===== src/rtl/alu_seq_pkg.sv =====
// alu_seq_pkg: shared state encoding, ALU opcode values and index helpers
// for the ALU bus sequencer.
package alu_seq_pkg;

  typedef enum logic [2:0] {
    IDLE   = 3'd0,
    LOAD_A = 3'd1,
    LOAD_B = 3'd2,
    EXEC   = 3'd3,
    TURN   = 3'd4,
    WRITE  = 3'd5,
    DONE   = 3'd6,
    ERR    = 3'd7
  } state_t;

  typedef enum logic [2:0] {
    OP_ADD = 3'd0,
    OP_SUB = 3'd1,
    OP_AND = 3'd2,
    OP_OR  = 3'd3,
    OP_XOR = 3'd4,
    OP_NOT = 3'd5,
    OP_SHL = 3'd6,
    OP_SHR = 3'd7
  } alu_op_e;

  // True when a register index addresses an existing general register.
  function automatic logic idx_in_range(input int unsigned idx,
                                        input int unsigned num_regs);
    return idx < num_regs;
  endfunction

endpackage


===== src/rtl/alu_bus_sequencer_if.sv =====
// alu_bus_sequencer_if: command handshake plus Bus drive/load strobes between
// the instruction decoder, the sequencer and the register file / ALU.
// master = decoder/datapath side, slave = sequencer side.
interface alu_bus_sequencer_if #(
  parameter int NumRegs  = 4,
  parameter int IdxWidth = 4,
  parameter int OpWidth  = 3
);

  logic                CmdValid;
  logic                CmdReady;
  logic [IdxWidth-1:0] CmdSrcA;
  logic [IdxWidth-1:0] CmdSrcB;
  logic [IdxWidth-1:0] CmdDst;
  logic [OpWidth-1:0]  CmdOp;

  logic [NumRegs-1:0]  RegOutSel;
  logic [NumRegs-1:0]  RegInSel;
  logic                AluAIn;
  logic                AluBIn;
  logic                AluOut;
  logic [OpWidth-1:0]  AluOp;
  logic                Done;
  logic                Err;

  modport master (
    output CmdValid, CmdSrcA, CmdSrcB, CmdDst, CmdOp,
    input  CmdReady, RegOutSel, RegInSel, AluAIn, AluBIn, AluOut, AluOp,
           Done, Err
  );

  modport slave (
    input  CmdValid, CmdSrcA, CmdSrcB, CmdDst, CmdOp,
    output CmdReady, RegOutSel, RegInSel, AluAIn, AluBIn, AluOut, AluOp,
           Done, Err
  );

endinterface


===== src/rtl/idx_onehot_decoder.sv =====
// idx_onehot_decoder: binary register index to one-hot select with enable.
// Indices at or beyond NumRegs decode to all zeros, so a bad index can never
// produce a strobe.
module idx_onehot_decoder #(
  parameter int IdxWidth = 4,
  parameter int NumRegs  = 4
) (
  input  logic [IdxWidth-1:0] idx,
  input  logic                en,
  output logic [NumRegs-1:0]  onehot
);

  // Compare the index against every register slot.
  always_comb begin
    onehot = '0;
    for (int unsigned i = 0; i < NumRegs; i++) begin
      if (en && (32'(idx) == i)) begin
        onehot[i] = 1'b1;
      end
    end
  end

endmodule


===== src/rtl/alu_bus_sequencer.sv =====
// alu_bus_sequencer: multi-cycle controller running one ALU operation over the
// shared Bus: drive SrcA into operand A, SrcB into operand B, wait ExecCycles,
// then drive the ALU result into Dst. All outputs are registered.
// Optional macro BUS_TURNAROUND_EN inserts an idle TURN cycle after LOAD_A and
// another before WRITE.
module alu_bus_sequencer
  import alu_seq_pkg::*;
#(
  parameter int NumRegs    = 4,
  parameter int IdxWidth   = 4,
  parameter int OpWidth    = 3,
  parameter int ExecCycles = 1
) (
  input logic                Clk,
  input logic                Rst,
  alu_bus_sequencer_if.slave bus
);

  // Counter preload: EXEC lasts ExecCycles cycles, leaving when the count is 0.
  localparam logic [3:0] ExecLoad = (ExecCycles > 0) ? 4'(ExecCycles - 1) : 4'd0;

`ifdef BUS_TURNAROUND_EN
  localparam state_t AfterLoadA = TURN;
  localparam state_t PreWrite   = TURN;
`else
  localparam state_t AfterLoadA = LOAD_B;
  localparam state_t PreWrite   = WRITE;
`endif

  state_t              state;
  state_t              state_next;
  logic [IdxWidth-1:0] src_a_q, src_b_q, dst_q;
  logic [IdxWidth-1:0] src_a_n, src_b_n, dst_n;
  logic [OpWidth-1:0]  op_q, op_n;
  logic [3:0]          exec_cnt, exec_cnt_n;
  logic                cmd_ok;

  logic [IdxWidth-1:0] out_idx;
  logic                out_en;
  logic                in_en;
  logic [NumRegs-1:0]  out_dec;
  logic [NumRegs-1:0]  in_dec;

  logic                cmd_ready_q;
  logic [NumRegs-1:0]  reg_out_q;
  logic [NumRegs-1:0]  reg_in_q;
  logic                alu_a_in_q;
  logic                alu_b_in_q;
  logic                alu_out_q;
  logic                done_q;
  logic                err_q;

`ifdef BUS_TURNAROUND_EN
  // The single TURN state is shared; this flag records whether it precedes
  // LOAD_B (clear) or WRITE (set).
  logic turn_late;

  // Remember which TURN occurrence is being entered.
  always_ff @(posedge Clk) begin
    if (Rst) begin
      turn_late <= 1'b0;
    end else begin
      turn_late <= (state_next == TURN) && (state != LOAD_A);
    end
  end
`endif

  // Every captured index must address an existing register.
  always_comb begin
    cmd_ok = idx_in_range(32'(bus.CmdSrcA), NumRegs) &&
             idx_in_range(32'(bus.CmdSrcB), NumRegs) &&
             idx_in_range(32'(bus.CmdDst),  NumRegs);
  end

  // Next-state, command capture and EXEC counter logic.
  always_comb begin
    state_next = state;
    src_a_n    = src_a_q;
    src_b_n    = src_b_q;
    dst_n      = dst_q;
    op_n       = op_q;
    exec_cnt_n = exec_cnt;
    case (state)
      IDLE: begin
        if (bus.CmdValid) begin
          src_a_n    = bus.CmdSrcA;
          src_b_n    = bus.CmdSrcB;
          dst_n      = bus.CmdDst;
          op_n       = bus.CmdOp;
          state_next = cmd_ok ? LOAD_A : ERR;
        end
      end
      LOAD_A: state_next = AfterLoadA;
      LOAD_B: begin
        if (ExecCycles == 0) begin
          state_next = PreWrite;
        end else begin
          state_next = EXEC;
          exec_cnt_n = ExecLoad;
        end
      end
      EXEC: begin
        if (exec_cnt == '0) begin
          state_next = PreWrite;
        end else begin
          exec_cnt_n = exec_cnt - 4'd1;
        end
      end
`ifdef BUS_TURNAROUND_EN
      TURN:   state_next = turn_late ? WRITE : LOAD_B;
`endif
      WRITE:  state_next = DONE;
      DONE:   state_next = IDLE;
      ERR:    state_next = IDLE;
      default: state_next = IDLE;
    endcase
  end

  // Strobes are decoded from the next state so they register in the same
  // edge that enters it; on accept the indices come straight from the command.
  always_comb begin
    out_idx = (state_next == LOAD_A) ? src_a_n : src_b_n;
    out_en  = (state_next == LOAD_A) || (state_next == LOAD_B);
    in_en   = (state_next == WRITE);
  end

  idx_onehot_decoder #(
    .IdxWidth (IdxWidth),
    .NumRegs  (NumRegs)
  ) u_out_dec (
    .idx    (out_idx),
    .en     (out_en),
    .onehot (out_dec)
  );

  idx_onehot_decoder #(
    .IdxWidth (IdxWidth),
    .NumRegs  (NumRegs)
  ) u_in_dec (
    .idx    (dst_n),
    .en     (in_en),
    .onehot (in_dec)
  );

  // State, captured command fields and EXEC counter.
  always_ff @(posedge Clk) begin
    if (Rst) begin
      state    <= IDLE;
      src_a_q  <= '0;
      src_b_q  <= '0;
      dst_q    <= '0;
      op_q     <= '0;
      exec_cnt <= '0;
    end else begin
      state    <= state_next;
      src_a_q  <= src_a_n;
      src_b_q  <= src_b_n;
      dst_q    <= dst_n;
      op_q     <= op_n;
      exec_cnt <= exec_cnt_n;
    end
  end

  // Registered Moore outputs; reset leaves the Bus undriven and idle.
  always_ff @(posedge Clk) begin
    if (Rst) begin
      cmd_ready_q <= 1'b1;
      reg_out_q   <= '0;
      reg_in_q    <= '0;
      alu_a_in_q  <= 1'b0;
      alu_b_in_q  <= 1'b0;
      alu_out_q   <= 1'b0;
      done_q      <= 1'b0;
      err_q       <= 1'b0;
    end else begin
      cmd_ready_q <= (state_next == IDLE);
      reg_out_q   <= out_dec;
      reg_in_q    <= in_dec;
      alu_a_in_q  <= (state_next == LOAD_A);
      alu_b_in_q  <= (state_next == LOAD_B);
      alu_out_q   <= (state_next == WRITE);
      done_q      <= (state_next == DONE);
      err_q       <= (state_next == ERR);
    end
  end

  assign bus.CmdReady  = cmd_ready_q;
  assign bus.RegOutSel = reg_out_q;
  assign bus.RegInSel  = reg_in_q;
  assign bus.AluAIn    = alu_a_in_q;
  assign bus.AluBIn    = alu_b_in_q;
  assign bus.AluOut    = alu_out_q;
  assign bus.AluOp     = op_q;
  assign bus.Done      = done_q;
  assign bus.Err       = err_q;

endmodule


===== src/flat_wrapper.sv =====
// flat-port wrapper written by rule: the top's interface ports become plain ports
module alu_bus_sequencer_flat import alu_seq_pkg::*;
#(
  parameter int NumRegs    = 4,
  parameter int IdxWidth   = 4,
  parameter int OpWidth    = 3,
  parameter int ExecCycles = 1
)
  (Clk, Rst, bus_CmdValid, bus_CmdSrcA, bus_CmdSrcB, bus_CmdDst, bus_CmdOp, bus_CmdReady, bus_RegOutSel, bus_RegInSel, bus_AluAIn, bus_AluBIn, bus_AluOut, bus_AluOp, bus_Done, bus_Err);
  alu_bus_sequencer_if #(.NumRegs(NumRegs), .IdxWidth(IdxWidth), .OpWidth(OpWidth)) bus_i ();
  input logic Clk;
  input logic Rst;
  input wire logic [$bits(bus_i.CmdValid)-1:0] bus_CmdValid;
  input wire logic [$bits(bus_i.CmdSrcA)-1:0] bus_CmdSrcA;
  input wire logic [$bits(bus_i.CmdSrcB)-1:0] bus_CmdSrcB;
  input wire logic [$bits(bus_i.CmdDst)-1:0] bus_CmdDst;
  input wire logic [$bits(bus_i.CmdOp)-1:0] bus_CmdOp;
  output wire logic [$bits(bus_i.CmdReady)-1:0] bus_CmdReady;
  output wire logic [$bits(bus_i.RegOutSel)-1:0] bus_RegOutSel;
  output wire logic [$bits(bus_i.RegInSel)-1:0] bus_RegInSel;
  output wire logic [$bits(bus_i.AluAIn)-1:0] bus_AluAIn;
  output wire logic [$bits(bus_i.AluBIn)-1:0] bus_AluBIn;
  output wire logic [$bits(bus_i.AluOut)-1:0] bus_AluOut;
  output wire logic [$bits(bus_i.AluOp)-1:0] bus_AluOp;
  output wire logic [$bits(bus_i.Done)-1:0] bus_Done;
  output wire logic [$bits(bus_i.Err)-1:0] bus_Err;
  assign bus_i.CmdValid = bus_CmdValid;
  assign bus_i.CmdSrcA = bus_CmdSrcA;
  assign bus_i.CmdSrcB = bus_CmdSrcB;
  assign bus_i.CmdDst = bus_CmdDst;
  assign bus_i.CmdOp = bus_CmdOp;
  assign bus_CmdReady = bus_i.CmdReady;
  assign bus_RegOutSel = bus_i.RegOutSel;
  assign bus_RegInSel = bus_i.RegInSel;
  assign bus_AluAIn = bus_i.AluAIn;
  assign bus_AluBIn = bus_i.AluBIn;
  assign bus_AluOut = bus_i.AluOut;
  assign bus_AluOp = bus_i.AluOp;
  assign bus_Done = bus_i.Done;
  assign bus_Err = bus_i.Err;
  alu_bus_sequencer #(.NumRegs(NumRegs), .IdxWidth(IdxWidth), .OpWidth(OpWidth), .ExecCycles(ExecCycles)) u_core (.Clk(Clk), .Rst(Rst), .bus(bus_i));
endmodule

===== config.mk =====
export PLATFORM = sky130hd
export DESIGN_NAME = alu_bus_sequencer_flat
export DESIGN_NICKNAME = d
export VERILOG_FILES = /design/src/rtl/alu_seq_pkg.sv /design/src/rtl/alu_bus_sequencer_if.sv /design/src/rtl/idx_onehot_decoder.sv /design/src/rtl/alu_bus_sequencer.sv /design/src/flat_wrapper.sv
export SDC_FILE = /design/constraint.sdc
export NUM_CORES = 1
export LEC_CHECK = 0
export ABC_CLOCK_PERIOD_IN_PS = 1800
export BUFFER_PORTS_ARGS = -buffer_cell sky130_fd_sc_hd__buf_2
export CORE_ASPECT_RATIO = 1.5
export CORE_MARGIN = 2
export CORE_UTILIZATION = 51
export CTS_CLUSTER_DIAMETER = 200
export DETAILED_ROUTE_END_ITERATION = 8
export PLACE_DENSITY = 0.82
export SETUP_SLACK_MARGIN = 0.02
export SYNTH_ARGS = -nofsm -noshare
export SYNTH_HDL_FRONTEND = slang
export SYNTH_SLANG_ARGS = --single-unit
export TNS_END_PERCENT = 30

===== constraint.sdc =====
create_clock -name Clk -period 1.8 [get_ports Clk]
set_input_delay 0.45 -clock Clk [delete_from_list [all_inputs] [get_ports Clk]]
set_output_delay 0.45 -clock Clk [all_outputs]
set_load 0.02 [all_outputs]

Word-level counts from Yosys, hierarchy flattened. Cells that the tools add are included.

Register bits: 36. Input port bits: 18. Output and inout port bits: 17. Word-level logic and storage cells: 74.

Add/sub/neg operators: 1. Order comparisons: 3. Equal/unequal tests: 16. Muxes and demuxes: 21. Reduce and logical (&&, ||, !) cells: 19.

Operator list (number): $mux W4 (8); $eq A4 B2 Y1 const B (4); $pmux W3 S5 (1); $eq A3 B3 Y1 const B (4); $logic_not A4 Y1 (3); $lt A4 B3 Y1 const B (3); $logic_and A1 B1 Y1 (10); $eq A3 B2 Y1 const B (3); $mux W3 (3); $eq A4 B1 Y1 const B (2); $mux W1 (8); $pmux W4 S2 (1); $eq A3 B1 Y1 const B (2); $logic_not A3 Y1 (2); $reduce_and A2 Y1 (2); $sub A4 B1 Y4 const B (1); $ne A2 B2 Y1 const B (1); $reduce_bool A2 Y1 (1); $logic_or A1 B1 Y1 (1).

Longest topological paths before layout.
Depth in word-level cells: 11. Gate-level depth with buffers: 6. Mapped depth without buffers: 6.

Cells and area by module. A second synthesis with hierarchy kept.

Cells, all modules: 141. Area total of the unflattened synthesis: 1422.6 µm².

Modules (own cells, without submodules): alu_bus_sequencer (times used 1, cells an instance 131, area an instance 1292.5 µm², sequential area each 640.6 µm²); idx_onehot_decoder (times used 2, cells an instance 5, area an instance 65.1 µm², sequential area each 0.0 µm²).

Worst setup path after synthesis. Ideal clock, no wire load.

Path kind: input port to flip-flop. Start point: input bus_CmdSrcA[3]. End point: register u_core.alu_b_in_q, in the netlist u_core.bus.AluBIn. Setup time: 0.119 ns. Arrival time: 1.393 ns. Data required time: 1.681 ns. Path slack: 0.287 ns. Cell stages on the path: 4. Buffers on the path: 0. Cell sequence: or4_4 o21ai_2 a31oi_2 nor2b_1.

Word-level cells in the longest chain between the ends: 7.

Ends and longest elaborated chain: start, declared (line flat_wrapper.sv:14) `input wire logic [$bits(bus_i.CmdSrcA)-1:0] bus_CmdSrcA;`; $lt A4 B3 Y1 (line alu_seq_pkg.sv:30) `return idx < num_regs;`; $logic_and A1 B1 Y1 (line alu_bus_sequencer.sv:70) `cmd_ok = idx_in_range(32'(bus.CmdSrcA), NumRegs) &&`; $logic_and A1 B1 Y1 (line alu_bus_sequencer.sv:71) `idx_in_range(32'(bus.CmdSrcB), NumRegs) &&`; $mux W3 (line alu_bus_sequencer.sv:90) `state_next = cmd_ok ? LOAD_A : ERR;`; $mux W3 (line alu_bus_sequencer.sv:85) `if (bus.CmdValid) begin`; $pmux W3 S5 (line alu_bus_sequencer.sv:83) `case (state)`; $eq A3 B2 Y1 (line alu_bus_sequencer.sv:180) `alu_b_in_q <= (state_next == LOAD_B);`; end signal, assigned (line alu_bus_sequencer.sv:180); end, declared (line alu_bus_sequencer.sv:48) `logic alu_b_in_q;`.

No other way between the ends. A chain may end at the register's enable or synchronous reset.

Worst setup path in the final report.
Start point: register u_core.exec_cnt[0]. End point: register u_core.alu_b_in_q, in the netlist u_core.bus.AluBIn.

Word-level cells in the longest chain between the ends: 4.

Ends and longest elaborated chain: start, declared (line alu_bus_sequencer.sv:35) `logic [3:0] exec_cnt, exec_cnt_n;`; start signal, assigned (line alu_bus_sequencer.sv:160) `exec_cnt <= exec_cnt_n;`; $logic_not A4 Y1 (line alu_bus_sequencer.sv:103) `if (exec_cnt == '0) begin`; $mux W3 (line alu_bus_sequencer.sv:103); $pmux W3 S5 (line alu_bus_sequencer.sv:83); $eq A3 B2 Y1 (line alu_bus_sequencer.sv:180).

No other way between the ends.

==> results.toml <==
[floorplan]
die_w_um = 46.86
die_h_um = 68.29
core-area_mm2 = 0.002648
row_count = 23
initial_core_util = 0.5307
die_area_mm2 = 0.003199
io_pins = 35

[worst_setup_path]
cpPeakStageDelay_ps = 370
critical-path-top-delay-family = "simple AND/OR/NAND/NOR gates"
path_depth = 6
crit_path_end_kind = "register"
crit_path_max_fanout = 3
timing_worst_setup_path_type = "register to register"
worst_path_max_delay_cell = "dfxtp_1"
required_ps = 2020
rr_worst_depth = 6
start_kind = "register"
crit_buf_inv = 1
arrival_ps = 1880
worstPathCellList = "inv_1, ha_1, and4bb_2, or2_1, a31oi_2, nor2b_1"

[power]
peakVddDrop_mv = 0.7413
p_per_area_mw_per_mm2 = 1113
p_total_mw = 1.876
p_leak_nw = 0.6735

[final_layout]
stdcell_count = 229
final_util = 0.6366
drive_above_1_share = 0.3021
n_antenna_cell = 0
area_delta_synth_final_pct = 19.95
fillerInstances = 240
final_nets = 212

[placed_design]
io_buffers = 34
place.gp.congestion = 0.8218
dpl.hpwl_um = 2311
dpl.cell_count = 222

[synth]
ys_seq_area_frac = 0.4559
synth_seq_cells = 32
synth_top_cell_by_area = "dfxtp_1"
synth_cell_type_count = 39
syn_area_mm2 = 0.001405
yosysWarnings = 0
netlist_instances = 156
synth_top_cell_area_share = 0.4559
synth.area.top_cells = "dfxtp_1, a21oi_1, nand2_1"
synth_fp_nets = 176
syn_avg_cell_area_um2 = 9.007

[route]
vias = 1254
antenna_left = 0
drt_wl_total_um = 3095
drt_pass1_iterations = 5
drt_iter0_drc = 30
drc = 0
wl_per_cell_um = 13.52
viasPerCell = 5.476

[clocking]
cts-root-buf = "clkbuf_8"
insertion_delay_ps = 280
cts_tree = "done"
post_cts_buffers = 0
cts_buffer_depth = 2
clkSinkCount = 32
numCtsBuffers = 5
htreeDepth = 2
hold_buffers = 0
clk_pin_slew_worst_paths_ps = 60
cts_resized = 0

[min_path]
worstHoldPathType = "primary input to register"
hold_depth = 3

[sta]
hold_viol_final = 0
finalClockSkew_ps = 6.812
rsz0062_at_grt = "no"
worstMarginPinSlew_ps = 444.4
min_period_ps = 1656
drv_slew = 0
hold_ws_ps = 406.1
setup_viol = 0
finalCritPeriodShare = 0.9202
relSlewSlack = 0.7025
max_freq_ghz = 0.6037
finalSetupTns_ps = 0

[global_route]
grt_pass1_wl_um = 5043
antenna_found_initial = 0
grt_usage = 0.2230
grt_start_max_net_pins = 21
gr-total-overflow = 0
grt_pass1_vias = 1188

[job]
max_cap_violations = 0

[status]
run_status = "completed"
[cell usage after synthesis]
cell type and number:
a21oi_2 1, a211oi_2 1, ha_1 2, nor2_1 15
nand2b_1 1, clkbuf_1 3, buf_4 1, buf_6 3
nor3b_1 1, or4_4 1, nand3b_1 6, inv_1 5
nor2b_1 1, and4bb_2 1, and3_1 1, mux2i_1 2
a31oi_2 1, a31oi_4 1, nand3_1 4, o21ai_0 3
buf_2 2, dfxtp_1 32, nor4b_4 1, or2_2 1
a31oi_1 1, or2b_1 1, a22oi_1 1, or2_1 1
or4b_4 1, a31o_1 1, a221oi_1 1, o21ai_2 2
a21oi_1 20, nor4_4 1, o21ai_4 1, nor3_1 9
nand2_1 24, a21o_1 1, o32a_1 1
[power by group]
| part | leakage (nW) | internal (mW) | switching, mW |
|---|---|---|---|
| clock | 0.0503 | 0.340 | 0.241 |
| sequential | 0.261 | 0.778 | 0.0651 |
| combinational | 0.363 | 0.177 | 0.274 |
| total | 0.674 | 1.30 | 0.581 |
[cell families (layout without fill, tap and decap cells)]
kind of cell    Yosys count  in the layout  synth area share
mux                       2              2           0.01425
buf+inv                  14             50           0.05788
simple gates             70             70            0.2743
flops                    32             32            0.4559
compound gates           36             36            0.1799
fa+ha+maj                 2              2           0.01781
[worst min-delay path: cells and delay by family]
kind | cells | cell delay [ps]
AOI/OAI and AO/OA | 1 | 50
buffers and inverters | 1 | 90
and+or+nand+nor | 1 | 40
[cell type report]
class | count | area, um^2 | share of cell area
Tap cell | 37 | 46.29 | 0.02747
Multi-Input combinational cell | 110 | 683.2 | 0.4053
Timing Repair Buffer | 38 | 200.2 | 0.1188
Sequential cell | 32 | 640.6 | 0.3801
Clock buffer | 7 | 96.34 | 0.05716
Inverter | 5 | 18.77 | 0.01114
[cell usage in the layout, fill, tap and decap left out, types with 2 or more instances in the layout]
| cell type | netlist | final |
|---|---|---|
| buf_2 | 2 | 34 |
| dfxtp_1 | 32 | 32 |
| nand2_1 | 24 | 24 |
| a21oi_1 | 20 | 20 |
| nor2_1 | 15 | 15 |
| nor3_1 | 9 | 9 |
| clkbuf_8 | 0 | 7 |
| nand3b_1 | 6 | 6 |
| inv_1 | 5 | 5 |
| nand3_1 | 4 | 4 |
| buf_4 | 1 | 4 |
| o21ai_0 | 3 | 3 |
| o21ai_2 | 2 | 2 |
| mux2i_1 | 2 | 2 |
| ha_1 | 2 | 2 |
[routing by layer]
layer  track usage  vias to the layer above  part of all wire  wire (um)
met1        0.2184                      595              0.36       1108
met5             0                        -                 0          0
met4        0.1250                        0             0.033        102
li1              -                      613                 -          -
met3       0.07124                       10             0.054        166
met2        0.3938                       36              0.55       1717
[registers in the layout, indices dropped and copies added (netlist names)]
signal and cells:
u_core.bus.Done 1, u_core.exec_cnt 4, u_core.bus.RegInSel 4, u_core.bus.AluBIn 1, u_core.dst_q 4, u_core.src_b_q 4
u_core.state 3, u_core.bus.AluOut 1, u_core.bus.RegOutSel 4, u_core.bus.CmdReady 1, u_core.bus.AluOp 3, u_core.bus.Err 1
u_core.bus.AluAIn 1
[per-stage QoR]
stage | setup WS [ps] | cell area (um^2)
after global placement | 109.9 | 1589
after global routing | 50.02 | 1685
final | 143.6 | 1685
after detailed placement | 45.81 | 1589
after CTS | 134.3 | 1685
after floorplan | 287.4 | 1405
[worst paths after layout]
path | startpoint | to | slack [ps]
worst min register to register | u_core.dst_q[3]$_SDFF_PP0_ | u_core.dst_q[3]$_SDFF_PP0_ | 460
worst max-delay path | u_core.exec_cnt[0]$_SDFFE_PP0P_ | u_core.bus.AluBIn$_SDFF_PP0_ | 140
worst min-delay path | bus_CmdOp[2] | u_core.bus.AluOp[2]$_SDFFE_PP0P_ | 410
worst max register to register | u_core.exec_cnt[0]$_SDFFE_PP0P_ | u_core.bus.AluBIn$_SDFF_PP0_ | 140
Note: power is estimated with default switching activity, not from simulation.
